## config.mk

```make
export PLATFORM = sky130hd
export DESIGN_NAME = wavelet_scheduler_flat
export DESIGN_NICKNAME = d
export VERILOG_FILES = /design/src/rtl/wavelet_pkg.sv /design/src/rtl/wavelet_scheduler_if.sv /design/src/rtl/wavelet_scheduler_tap_delay_line.sv /design/src/rtl/wavelet_scheduler.sv /design/src/flat_wrapper.sv
export SDC_FILE = /design/constraint.sdc
export NUM_CORES = 1
export LEC_CHECK = 0
export ABC_AREA = 1
export BUFFER_PORTS_ARGS = -buffer_cell sky130_fd_sc_hd__buf_2
export CORE_MARGIN = 5
export CORE_UTILIZATION = 49
export CTS_BUF_LIST = sky130_fd_sc_hd__clkbuf_2 sky130_fd_sc_hd__clkbuf_4 sky130_fd_sc_hd__clkbuf_8
export CTS_CLUSTER_DIAMETER = 30
export DETAILED_ROUTE_END_ITERATION = 7
export PLACE_DENSITY = 0.79
export REMOVE_ABC_BUFFERS = 1
export SLEW_MARGIN = 40
export SYNTH_ARGS = -nofsm -noshare
export SYNTH_HDL_FRONTEND = slang
export SYNTH_HIERARCHICAL = 1
export SYNTH_SLANG_ARGS = --single-unit
```

## constraint.sdc

```tcl
create_clock -name clk -period 1.8 [get_ports clk]
set_input_delay 0.36 -clock clk [delete_from_list [all_inputs] [get_ports clk]]
set_output_delay 0.36 -clock clk [all_outputs]
set_load 0.1 [all_outputs]
```

## src/rtl/wavelet_pkg.sv

```systemverilog
// wavelet_pkg: shared constants for the Ricker-wavelet filter bank.
// Optional build macro used by the scheduler: WAVELET_SCHED_DECIM_EN.
package wavelet_pkg;

  localparam logic [1:0] IDLE    = 2'd0;
  localparam logic [1:0] CALC    = 2'd1;
  localparam logic [1:0] CAPTURE = 2'd2;
  localparam logic [1:0] EMIT    = 2'd3;

  localparam int DEF_BITS_PER_ELEM  = 8;
  localparam int DEF_NUM_ELEM       = 9;
  localparam int DEF_NUM_FILTERS    = 4;
  localparam int DEF_SUM_TRUNCATION = 8;
  localparam int DEF_DECIM          = 2;

  function automatic int idx_w(input int n);
    return (n > 1) ? $clog2(n) : 1;
  endfunction

endpackage

```

## src/rtl/wavelet_scheduler_if.sv

```systemverilog
// wavelet_scheduler_if: sample, tap, fir and result signals of the scheduler.
// slave = scheduler side, master = source/fir/consumer side.
interface wavelet_scheduler_if import wavelet_pkg::*; #(
  parameter int BITS_PER_ELEM  = DEF_BITS_PER_ELEM,
  parameter int NUM_ELEM       = DEF_NUM_ELEM,
  parameter int NUM_FILTERS    = DEF_NUM_FILTERS,
  parameter int SUM_TRUNCATION = DEF_SUM_TRUNCATION
);

  localparam int IW = idx_w(NUM_FILTERS);

  logic signed [BITS_PER_ELEM-1:0]       i_sample;
  logic                                  i_sample_valid;
  logic                                  o_sample_ready;
  logic [NUM_ELEM*BITS_PER_ELEM-1:0]     o_taps;
  logic                                  o_start_calc;
  logic [NUM_FILTERS*SUM_TRUNCATION-1:0] i_wavelets;
  logic [SUM_TRUNCATION-1:0]             o_result;
  logic [IW-1:0]                         o_result_idx;
  logic                                  o_result_valid;
  logic                                  i_result_ready;
  logic                                  o_busy;

  modport slave (
    input  i_sample, i_sample_valid, i_wavelets, i_result_ready,
    output o_sample_ready, o_taps, o_start_calc,
    output o_result, o_result_idx, o_result_valid, o_busy
  );

  modport master (
    output i_sample, i_sample_valid, i_wavelets, i_result_ready,
    input  o_sample_ready, o_taps, o_start_calc,
    input  o_result, o_result_idx, o_result_valid, o_busy
  );

endinterface

```

## src/rtl/wavelet_scheduler_tap_delay_line.sv

```systemverilog
// tap_delay_line: sample shift register, element 0 = newest,
// with a fill counter saturating at NUM_ELEM.
module tap_delay_line import wavelet_pkg::*; #(
  parameter int BITS_PER_ELEM = DEF_BITS_PER_ELEM,
  parameter int NUM_ELEM      = DEF_NUM_ELEM
) (
  input  logic                              clk,
  input  logic                              rst,
  input  logic                              shift_en,
  input  logic [BITS_PER_ELEM-1:0]          din,
  output logic [NUM_ELEM*BITS_PER_ELEM-1:0] taps,
  output logic                              primed
);

  localparam int FW = $clog2(NUM_ELEM + 1);
  localparam int TW = NUM_ELEM * BITS_PER_ELEM;

  logic [TW-1:0] r_taps;
  logic [FW-1:0] r_fill;

  // shift newest sample into element 0, count accepted samples
  always_ff @(posedge clk) begin
    if (rst) begin
      r_taps <= '0;
      r_fill <= '0;
    end else if (shift_en) begin
      r_taps <= {r_taps[TW-BITS_PER_ELEM-1:0], din};
      if (r_fill != FW'(NUM_ELEM))
        r_fill <= r_fill + 1'b1;
    end
  end

  assign taps   = r_taps;
  // line is full, or becomes full with the shift happening now
  assign primed = (r_fill == FW'(NUM_ELEM)) ||
                  (shift_en && (r_fill == FW'(NUM_ELEM - 1)));

endmodule

```

## src/rtl/wavelet_scheduler.sv

```systemverilog
// wavelet_scheduler: feeds the fir bank and serialises its outputs.
// Build macro WAVELET_SCHED_DECIM_EN enables 1-in-DECIM calc gating.
module wavelet_scheduler import wavelet_pkg::*; #(
  parameter int BITS_PER_ELEM  = DEF_BITS_PER_ELEM,
  parameter int NUM_ELEM       = DEF_NUM_ELEM,
  parameter int NUM_FILTERS    = DEF_NUM_FILTERS,
  parameter int SUM_TRUNCATION = DEF_SUM_TRUNCATION,
  parameter int DECIM          = DEF_DECIM
) (
  input logic               clk,
  input logic               rst,
  wavelet_scheduler_if.slave bus
);

  localparam int IW = idx_w(NUM_FILTERS);

  logic [1:0]                r_state;
  logic [IW-1:0]             r_idx;
  logic [SUM_TRUNCATION-1:0] r_hold [NUM_FILTERS];

  logic w_accept;
  logic w_primed;
  logic w_gate;
  logic w_last;
  logic w_emit;

  assign w_accept = bus.i_sample_valid && bus.o_sample_ready;
  assign w_last   = (r_idx == IW'(NUM_FILTERS - 1));
  assign w_emit   = !rst && (r_state == EMIT);

  tap_delay_line #(
    .BITS_PER_ELEM (BITS_PER_ELEM),
    .NUM_ELEM      (NUM_ELEM)
  ) u_line (
    .clk      (clk),
    .rst      (rst),
    .shift_en (w_accept),
    .din      (bus.i_sample),
    .taps     (bus.o_taps),
    .primed   (w_primed)
  );

`ifdef WAVELET_SCHED_DECIM_EN
  localparam int DW = (DECIM > 1) ? $clog2(DECIM) : 1;

  logic [DW-1:0] r_dcnt;

  // mod-DECIM count of primed accepted samples
  always_ff @(posedge clk) begin
    if (rst)
      r_dcnt <= '0;
    else if (w_accept && w_primed)
      r_dcnt <= (r_dcnt >= DW'(DECIM - 1)) ? '0 : r_dcnt + 1'b1;
  end

  assign w_gate = (r_dcnt == '0);
`else
  if (DECIM < 1) begin : g_decim_unused
  end

  assign w_gate = 1'b1;
`endif

  // sequencing: accept -> calc pulse -> capture -> emit burst
  always_ff @(posedge clk) begin
    if (rst) begin
      r_state <= IDLE;
      r_idx   <= '0;
    end else begin
      case (r_state)
        IDLE:
          if (w_accept && w_primed && w_gate)
            r_state <= CALC;
        CALC:
          r_state <= CAPTURE;
        CAPTURE: begin
          r_idx   <= '0;
          r_state <= EMIT;
        end
        EMIT:
          if (bus.i_result_ready) begin
            if (w_last)
              r_state <= IDLE;
            else
              r_idx <= r_idx + 1'b1;
          end
        default:
          r_state <= IDLE;
      endcase
    end
  end

  // snapshot every fir output one cycle after the calc pulse
  always_ff @(posedge clk) begin
    if (rst) begin
      for (int k = 0; k < NUM_FILTERS; k++)
        r_hold[k] <= '0;
    end else if (r_state == CAPTURE) begin
      for (int k = 0; k < NUM_FILTERS; k++)
        r_hold[k] <= bus.i_wavelets[k*SUM_TRUNCATION +: SUM_TRUNCATION];
    end
  end

  assign bus.o_sample_ready = !rst && (r_state == IDLE);
  assign bus.o_start_calc   = !rst && (r_state == CALC);
  assign bus.o_busy         = !rst && (r_state != IDLE);
  assign bus.o_result_valid = w_emit;
  assign bus.o_result       = w_emit ? r_hold[r_idx] : '0;
  assign bus.o_result_idx   = w_emit ? r_idx : '0;

endmodule

```

## src/flat_wrapper.sv

```systemverilog
// flat-port wrapper written by rule: the top's interface ports become plain ports
module wavelet_scheduler_flat import wavelet_pkg::*;
#(
  parameter int BITS_PER_ELEM  = DEF_BITS_PER_ELEM,
  parameter int NUM_ELEM       = DEF_NUM_ELEM,
  parameter int NUM_FILTERS    = DEF_NUM_FILTERS,
  parameter int SUM_TRUNCATION = DEF_SUM_TRUNCATION,
  parameter int DECIM          = DEF_DECIM
)
  (clk, rst, bus_i_sample, bus_i_sample_valid, bus_i_wavelets, bus_i_result_ready, bus_o_sample_ready, bus_o_taps, bus_o_start_calc, bus_o_result, bus_o_result_idx, bus_o_result_valid, bus_o_busy);
  wavelet_scheduler_if #(.BITS_PER_ELEM(BITS_PER_ELEM), .NUM_ELEM(NUM_ELEM), .NUM_FILTERS(NUM_FILTERS), .SUM_TRUNCATION(SUM_TRUNCATION)) bus_i ();
  input logic clk;
  input logic rst;
  input wire logic [$bits(bus_i.i_sample)-1:0] bus_i_sample;
  input wire logic [$bits(bus_i.i_sample_valid)-1:0] bus_i_sample_valid;
  input wire logic [$bits(bus_i.i_wavelets)-1:0] bus_i_wavelets;
  input wire logic [$bits(bus_i.i_result_ready)-1:0] bus_i_result_ready;
  output wire logic [$bits(bus_i.o_sample_ready)-1:0] bus_o_sample_ready;
  output wire logic [$bits(bus_i.o_taps)-1:0] bus_o_taps;
  output wire logic [$bits(bus_i.o_start_calc)-1:0] bus_o_start_calc;
  output wire logic [$bits(bus_i.o_result)-1:0] bus_o_result;
  output wire logic [$bits(bus_i.o_result_idx)-1:0] bus_o_result_idx;
  output wire logic [$bits(bus_i.o_result_valid)-1:0] bus_o_result_valid;
  output wire logic [$bits(bus_i.o_busy)-1:0] bus_o_busy;
  assign bus_i.i_sample = bus_i_sample;
  assign bus_i.i_sample_valid = bus_i_sample_valid;
  assign bus_i.i_wavelets = bus_i_wavelets;
  assign bus_i.i_result_ready = bus_i_result_ready;
  assign bus_o_sample_ready = bus_i.o_sample_ready;
  assign bus_o_taps = bus_i.o_taps;
  assign bus_o_start_calc = bus_i.o_start_calc;
  assign bus_o_result = bus_i.o_result;
  assign bus_o_result_idx = bus_i.o_result_idx;
  assign bus_o_result_valid = bus_i.o_result_valid;
  assign bus_o_busy = bus_i.o_busy;
  wavelet_scheduler #(.BITS_PER_ELEM(BITS_PER_ELEM), .NUM_ELEM(NUM_ELEM), .NUM_FILTERS(NUM_FILTERS), .SUM_TRUNCATION(SUM_TRUNCATION), .DECIM(DECIM)) u_core (.clk(clk), .rst(rst), .bus(bus_i));
endmodule
```

-- Word level (Yosys, flattened, before mapping)
Memory sizes are Yosys's and may differ from the RTL's. A register that Yosys moved wholly into a read port is not among the register bits.
Cells that the tools add are included.
- div/mod/pow operators: 0
- equal/unequal tests: 11
- muxes and demuxes: 20
- $lt $le $gt $ge: 0
- multiply operators: 0
- add/subtract/negate cells: 2
- shift operators: 0
- reductions and logical operators: 15
- bitwise operators: 4
- operators by type and width (operator ; count):
    $mux W8 ; 5
    $mux W2 ; 8
    $eq A4 B4 Y1 const B ; 2
    $pmux W2 S4 ; 1
    $logic_and A1 B1 Y1 ; 7
    $eq A2 B2 Y1 const B ; 3
    $reduce_and A3 Y1 ; 2
    $mux W1 ; 5
    $add A4 B1 Y4 const B ; 1
    $ne A2 B1 Y1 const B ; 2
    $ne A2 B2 Y1 const B ; 2
    $ne A4 B4 Y1 const B ; 1
    $or A1 B1 Y1 ; 4
    $pmux W2 S2 ; 1
    $reduce_bool A2 Y1 ; 2
    $add A2 B1 Y2 const B ; 1
    $eq A2 B1 Y1 const B ; 1
    $logic_not A2 Y1 ; 1
    $reduce_and A2 Y1 ; 1
    $logic_not A1 Y1 ; 1
    $logic_or A1 B1 Y1 ; 1
- memory bits (writable): 32
- bits of input ports: 44
- word-level logic and storage cells: 57
- ROM bits: 0
- memories kept: 1
- bits in latches: 0
- output and inout bits: 86
- register bits: 80
- memory list (memory ; words ; bits a word ; read ports ; clocked after memory_dff ; write ports ; RTL line ; source):
    u_core.r_hold ; 4 ; 8 ; 1 ; 1 ; 4 ; wavelet_scheduler.sv:19 ; logic [SUM_TRUNCATION-1:0] r_hold [NUM_FILTERS];

-- Longest topological paths before layout
Gate-level depths: netlist of the first run.
- word-level depth: 8
- gate-level depth with buffers: 11
- mapped depth without buffers: 10

-- Hierarchy
The synthesis of the first run kept the hierarchy.
- modules (own cells, without submodules) (module ; cells an instance ; area each (sq um) ; times used):
    tap_delay_line ; 347 ; 2728.9 ; 1
    wavelet_scheduler ; 215 ; 1890.6 ; 1

-- Least setup slack after synthesis of the first run
Ideal clock, no wire load.
- kind: reg2out
- start point: reg u_core.r_state[0]
- end point: out bus_o_result[0]
- slack: -2.254 ns
- data arrival time: 3.694 ns
- stages on the path, launching flop included: 6
- cells stage by stage: dfxtp_1 > ha_1 > inv_2 > nor2_1 > inv_2 > a21oi_1
- word-level cells in the longest chain between the ends: 3
- RTL lines (item ; RTL line ; source):
    from (decl) ; wavelet_scheduler.sv:17 ; logic [1:0] r_state;
    from (signal assigned) ; wavelet_scheduler.sv:67 ; r_state <= IDLE;
    from (signal assigned) ; wavelet_scheduler.sv:73 ; r_state <= CALC;
    from (signal assigned) ; wavelet_scheduler.sv:75 ; r_state <= CAPTURE;
    $eq A2 B2 Y1 ; wavelet_scheduler.sv:29 ; assign w_emit = !rst && (r_state == EMIT);
    $logic_and A1 B1 Y1 ; wavelet_scheduler.sv:29 ;
    net bus_o_result_valid ; flat_wrapper.sv:23 ; output wire logic [$bits(bus_i.o_result_valid)-1:0] bus_o_result_valid;
    $mux W8 ; wavelet_scheduler.sv:108 ; assign bus.o_result = w_emit ? r_hold[r_idx] : '0;
    to (decl) ; flat_wrapper.sv:21 ; output wire logic [$bits(bus_i.o_result)-1:0] bus_o_result;
The timed path passes the listed nets, and every way through them passes these cells.

-- Worst setup path in the final report of the first run
- start point: reg u_core.r_state[1]
- end point: out bus_o_result[5]
- word-level cells in the longest chain between the ends: 3
- RTL lines (item ; RTL line):
    $eq A2 B2 Y1 ; wavelet_scheduler.sv:29
    $logic_and A1 B1 Y1 ; wavelet_scheduler.sv:29
    $mux W8 ; wavelet_scheduler.sv:108
No other way between the ends.

==> flow_metrics.tcl, run 1 <==
set metrics [dict create \
    cp-start-kind "register" \
    antenna_found_initial 0 \
    drc_errors 0 \
    gp_congestion 0.763 \
    first_pass_iters 5 \
    p_switching_mw 4.65 \
    grt_overflow_total 0 \
    die_w_um 107 \
    gr-usage-all-layers_pct 19.7 \
    power.share.sequential_pct 33.3 \
    synth_area_um2 4620 \
    yosysWarnings 6 \
    synth_cell_types 24 \
    hold_viol_final 0 \
    cts_inserted_buffers 17 \
    placed_area_um2 5580 \
    final_common_cell "nor2_1" \
    grt_pass1_vias 3962 \
    ant_nets 0 \
    clock_skew_ns 0.0143 \
    die_h_um 107 \
    dp_hpwl_um 7140 \
    syn_avg_cell_area_um2 8.22 \
    port-buffer-count 129 \
    wl_per_cell_um 13.7 \
    worst_ep_arrival_time_ns 1.72 \
    clk_path_buf_depth 2 \
    peakVddDrop_uv 1140 \
    cts_tree "yes" \
    drive_gt1_share_pct 30.7 \
    timing.final.crit_share_pct 116 \
    critPathMaxFanout 3 \
    ys_seq_area_share_pct 56.3 \
    cp-end-kind "output port" \
    cts_root_buf "clkbuf_8" \
    io_pins 130 \
    syn_inst 562 \
    htreeDepth 4 \
    clock_latency_ns 0.41 \
    rsz0062_at_grt "true" \
    wirelength_um 11300 \
    layout_setup_ws_ns -0.280 \
    p_int_mw 5.56 \
    dieArea_um2 11500 \
    grt_max_degree 76 \
    crit_required_ns 1.44 \
    combPwrFrac_pct 41.2 \
    switching_share_pct 45.5 \
    p_leak_nw 3.11 \
    final_max_slew_viol_count 0 \
    outcome "finished, violations left" \
    area_growth_pct 37.1 \
    pwr-share-clk_pct 25.4 \
    min_path_type "input pin to register" \
    final_nets 756 \
    diodes 0 \
    ys_ff_latch 114 \
    vias_per_cell 4.95 \
    ctsHoldBuffers 0 \
    rows 35 \
    grt_pass1_wl_um 18300 \
    slew_headroom_pct 66.0 \
    fmax_mhz 481 \
    initial_core_util_pct 50.2 \
    p_total_mw 10.2 \
    path_clk_slew_ns 0.08 \
    final.min_clock_period_ns 2.08 \
    dp_slack_ns -0.149 \
    powerDensity_nw_per_um2 1610 \
    mostFrequentLayoutCells "nor2_1 (218), buf_2 (115), dfxtp_1 (79), o21ai_0 (66), inv_1 (43)" \
    finalSetupTns_ns -2.35 \
    worstMarginPinSlew_ns 0.514 \
    maxCapViolations 0 \
    stdcell_area_um2 6330 \
    dr.first_iter.drc_count 227 \
    vias 4090 \
    setup_violations 13 \
    coreArea_um2 9200 \
    cts_sinks 114 \
    violations "setup timing" \
    path_class "register to output port" \
]
## worst max-delay path: stages, from the launching register on
cell and delay, ns:
dfxtp_4 0.37, ha_4 0.14, inv_4 0.04, nor2_4 0.14
clkinvlp_4 0.14, buf_12 0.15, a21oi_4 0.15, buf_12 0.19
## synth_stat cells
| master | instances | area, um^2 |
|---|---|---|
| nor2_1 | 224 | 841 |
| dfxtp_1 | 82 | 1640 |
| o21ai_0 | 71 | 355 |
| inv_1 | 47 | 176 |
| edfxtp_1 | 32 | 961 |
| o21ai_1 | 22 | 110 |
| buf_4 | 16 | 120 |
| a21oi_1 | 13 | 65.1 |
| ha_1 | 9 | 113 |
| nand2_1 | 9 | 33.8 |
| buf_2 | 7 | 35.0 |
| nand3_1 | 7 | 35.0 |
| inv_2 | 6 | 22.5 |
| clkbuf_1 | 4 | 15.0 |
| nand2_2 | 3 | 18.8 |
| buf_6 | 2 | 22.5 |
| and3_1 | 1 | 6.26 |
| buf_1 | 1 | 3.75 |
| clkinv_1 | 1 | 3.75 |
| inv_4 | 1 | 6.26 |
| nand4_1 | 1 | 6.26 |
| nand4_2 | 1 | 12.5 |
| or2_2 | 1 | 6.26 |
| xor2_1 | 1 | 8.76 |
## power by group through the flow
stage | sequential (mW) | combinational (mW) | clock [mW]
floorplan | 5.38 | 1.07 | 0
global placement | 3.41 | 3.81 | 0
detailed placement | 3.43 | 3.87 | 0
CTS | 3.39 | 4.09 | 2.64
global route | 3.46 | 4.45 | 2.80
finish | 3.40 | 4.21 | 2.60
## timing repair
action                                  in CTS  in global routing
endpoints found under the setup margin      21                 19
gates cloned                                 1                  0
gates resized for setup                     46                 14
buffers inserted                             6                  4
pin swaps                                    4                  4
## state kept, by name, summed over array words and instances, names as in the netlist, named ones only
| register | flops |
|---|---|
| u_core/u_line/taps | 72 |
| u_core/r_hold | 32 |
| u_core/u_line/r_fill | 4 |
| u_core/r_idx | 2 |
| u_core/r_state | 2 |
## final timing paths
check                                            start                      to  slack, ns  cells past startpoint
worst max-delay path                 u_core/r_state[1]         bus_o_result[5]      -0.28                      7
worst min-delay path                   bus_i_sample[5]   u_core/u_line/taps[5]       0.16                      3
worst max register to register       u_core/r_state[0]       u_core/r_state[0]       0.10                     11
worst min register to register  u_core/u_line/taps[67]  u_core/u_line/taps[67]       0.49                      2
## routing by layer
metal	global-route usage, %	part of all wire (%)
met5	0	0
met4	5.39	1.5
met3	8.37	7.8
met1	23.6	42
met2	32.6	49
## area by class of cell
class / instances / area [um^2]
repair inverters: 1 / 7.51
fillers: 728 / 2860
multi-input cells: 363 / 1770
flip-flops and latches: 114 / 2610
well taps: 111 / 139
clock inverters: 12 / 169
clock buffers: 20 / 275
inverters: 55 / 229
repair buffers: 151 / 1140
## cells by family after synthesis
logic type,Yosys count,share of synthesized area [%]
buffers and inverters,85,8.78
adders and majority gates,9,2.44
AOI/OAI and AO/OA,106,11.5
DFF,114,56.3
and+or+nand+nor,247,20.8
xor gates and xnor gates,1,0.190
## through the flow
step                hold slack (ns)  utilization, %  cells
floorplan                     0.429               -    532
global route                  0.128            68.9    827
global placement              0.476            60.7    784
finish                        0.164            68.9    827
CTS                           0.143            67.8    823
detailed placement            0.480            60.7    784
Note: power is estimated with default switching activity, not from simulation.
==> inputs of run 2 (changes only) <==
--- a/config.mk
+++ b/config.mk
@@ -8,11 +8,10 @@
 export ABC_AREA = 1
 export BUFFER_PORTS_ARGS = -buffer_cell sky130_fd_sc_hd__buf_2
 export CORE_MARGIN = 5
-export CORE_UTILIZATION = 49
-export CTS_BUF_LIST = sky130_fd_sc_hd__clkbuf_2 sky130_fd_sc_hd__clkbuf_4 sky130_fd_sc_hd__clkbuf_8
+export CORE_UTILIZATION = 47
 export CTS_CLUSTER_DIAMETER = 30
 export DETAILED_ROUTE_END_ITERATION = 7
-export PLACE_DENSITY = 0.79
+export PLACE_DENSITY = 0.76
 export REMOVE_ABC_BUFFERS = 1
 export SLEW_MARGIN = 40
 export SYNTH_ARGS = -nofsm -noshare
==> run 2 against run 1 <==
Against the previous run:
- the run still ends with setup timing left
- via count is 0.37% lower
- flip-flop and latch count is the same
- fmax grew 0.11%
- clock skew shrank 0.0056 ns
- clock power is 14% higher
- combinational power shrank 3%
- sequential power hardly changed
- highest routed layer unchanged
==> flow_metrics.tcl, run 2 (synthesized netlist as in run 1, its figures left out) <==
set metrics [dict create \
    initial_core_util_pct 47.7 \
    io_pins 130 \
    cts_sinks 114 \
    ant_nets 0 \
    rsz0062_at_grt "true" \
    setup_violations 14 \
    p_int_mw 5.79 \
    whs_path_depth 3 \
    switching_share_pct 44.7 \
    dr.first_iter.drc_count 186 \
    use_met2_pct 31.8 \
    path_class "register to output port" \
    maxCapViolations 0 \
    cp-end-kind "output port" \
    drive_gt1_share_pct 32.2 \
    timing.final.crit_share_pct 115 \
    dieArea_um2 11900 \
    cp_slowest_cell "dfxtp_4" \
    hold_path_end "u_core/u_line/taps[3]" \
    critPathMaxFanout 4 \
    fin_util_pct 67.0 \
    busiest_layer "met2" \
    grt_pass1_vias 3973 \
    combPwrFrac_pct 39.0 \
    clk_path_buf_depth 2 \
    clock_skew_ns 0.00874 \
    p_total_mw 10.5 \
    min_path_type "input pin to register" \
    crit_required_ns 1.44 \
    grt_max_degree 76 \
    cts_inserted_buffers 17 \
    powerDensity_nw_per_um2 1610 \
    holdCritStartpoint "bus_i_sample[3]" \
    layout.cells.non_filler 845 \
    largest_register_ff_count 72 \
    rows 36 \
    p_leak_nw 3.15 \
    gp_congestion 0.769 \
    mostFrequentLayoutCells "nor2_1 (211), buf_2 (115), dfxtp_1 (78), o21ai_0 (64), inv_1 (46)" \
    layout_setup_ws_ns -0.277 \
    wirelength_um 11300 \
    worstMarginPinSlew_ns 0.515 \
    drc_errors 0 \
    coreArea_um2 9680 \
    outcome "finished, violations left" \
    critPathBufInv 2 \
    final_max_slew_viol_count 0 \
    dp.cells 804 \
    violations "setup timing" \
    die_h_um 109 \
    cts_root_buf "clkbuf_8" \
    final.min_clock_period_ns 2.08 \
    cpPeakStageDelay_ns 0.40 \
    r2r_end "u_core/r_state[1]" \
    final_nets 753 \
    port-buffer-count 129 \
    gr-usage-met1_pct 22.5 \
    cp-start-kind "register" \
    crit_chain "clkbuf_16, nor2_1, nor2_2, o21ai_2, a21oi_4, buf_12" \
    fmax_mhz 481 \
    ctsHoldBuffers 0 \
    dp_hpwl_um 7120 \
    cts_tree "yes" \
    path_clk_slew_ns 0.06 \
    clock_latency_ns 0.51 \
    first_pass_iters 5 \
    worst_ep_arrival_time_ns 1.72 \
    htreeDepth 4 \
    hold_viol_final 0 \
    r2r_cells 10 \
    grt_pass1_wl_um 18100 \
    die_w_um 109 \
    vias 4075 \
    gr-usage-all-layers_pct 19.4 \
    area_growth_pct 40.5 \
    fillCellCount 736 \
    grt_overflow_total 0 \
    diodes 0 \
    fin_hold_ws_ns 0.0722 \
    pwr-share-clk_pct 28.3 \
    vias_per_cell 4.82 \
    p_switching_mw 4.68 \
    r2r_slack_ns 0.11 \
    rr_startpoint "u_core/r_state[0]" \
    antenna_found_initial 0 \
    peakVddDrop_uv 1060 \
    critical_path.top_delay_family "flip-flops" \
    final_common_cell "nor2_1" \
    grtUsageMet3_pct 7.52 \
    wl_per_cell_um 13.4 \
    slew_headroom_pct 65.9 \
    power.share.sequential_pct 32.8 \
]
[run 2: per-layer routing]
metal | part of all wire [%] | up-vias
met2 | 49 | 131
met4 | 1.4 | 0
li1 | - | 2061
met5 | 0 | -
met3 | 9.0 | 15
met1 | 40 | 1868
[run 2: worst min-delay path: stages]
cell and delay (ns):
buf_2 0.07, nor2_1 0.03, nor2_1 0.08
[run 2: final cells by class]
| cell class | count | area (um^2) | share of cell area, % |
|---|---|---|---|
| timing repair buffer | 148 | 1120 | 17.3 |
| sequential | 114 | 2620 | 40.3 |
| inverter | 55 | 226 | 3.49 |
| multi-input combinational | 363 | 1810 | 27.9 |
| tap | 133 | 166 | 2.56 |
| clock inverter | 11 | 77.6 | 1.20 |
| clock buffer | 20 | 457 | 7.04 |
| timing repair inverter | 1 | 11.3 | 0.173 |
[run 2: worst max-delay path by stage]
stage                            from                       to  slack (ns)  cells after the start
finish                       register          bus_o_result[6]       -0.28                      6
global route                 register          bus_o_result[6]       -0.34                      6
CTS                 u_core/r_state[1]          bus_o_result[1]       -0.27                      7
detailed placement  u_core/r_state[1]  u_core/u_line/r_fill[0]       -0.07                      7
global placement                  rst  u_core/u_line/r_fill[0]      -0.006                      7
floorplan           u_core/r_state[0]          bus_o_result[0]       -2.25                      5
[run 2: stage by stage]
step	area [um^2]	setup WS (ns)	TNS (ns)
floorplan	4420	-2.25	-92.78
global placement	5580	-0.00646	-0.00646
detailed placement	5580	-0.0665	-0.180
CTS	6350	-0.265	-3.11
global route	6490	-0.340	-4.02
finish	6490	-0.277	-2.99
[run 2: power groups by stage]
stage / logic, mW / registers (mW) / clock network (mW)
after floorplan: 1.07 / 5.38 / 0
after detailed placement: 3.86 / 3.44 / 0
after global placement: 3.81 / 3.41 / 0
after CTS: 4.00 / 3.41 / 3.02
after global routing: 4.33 / 3.48 / 3.16
final: 4.08 / 3.43 / 2.96
[run 2: timing repair]
action | 4_1_cts | 5_1_grt
endpoints found under the hold margin | 0 | 0
cloned | 1 | 2
setup endpoints to repair | 17 | 27
pin swaps | 2 | 7
resized for setup | 53 | 26
setup buffers | 6 | 2
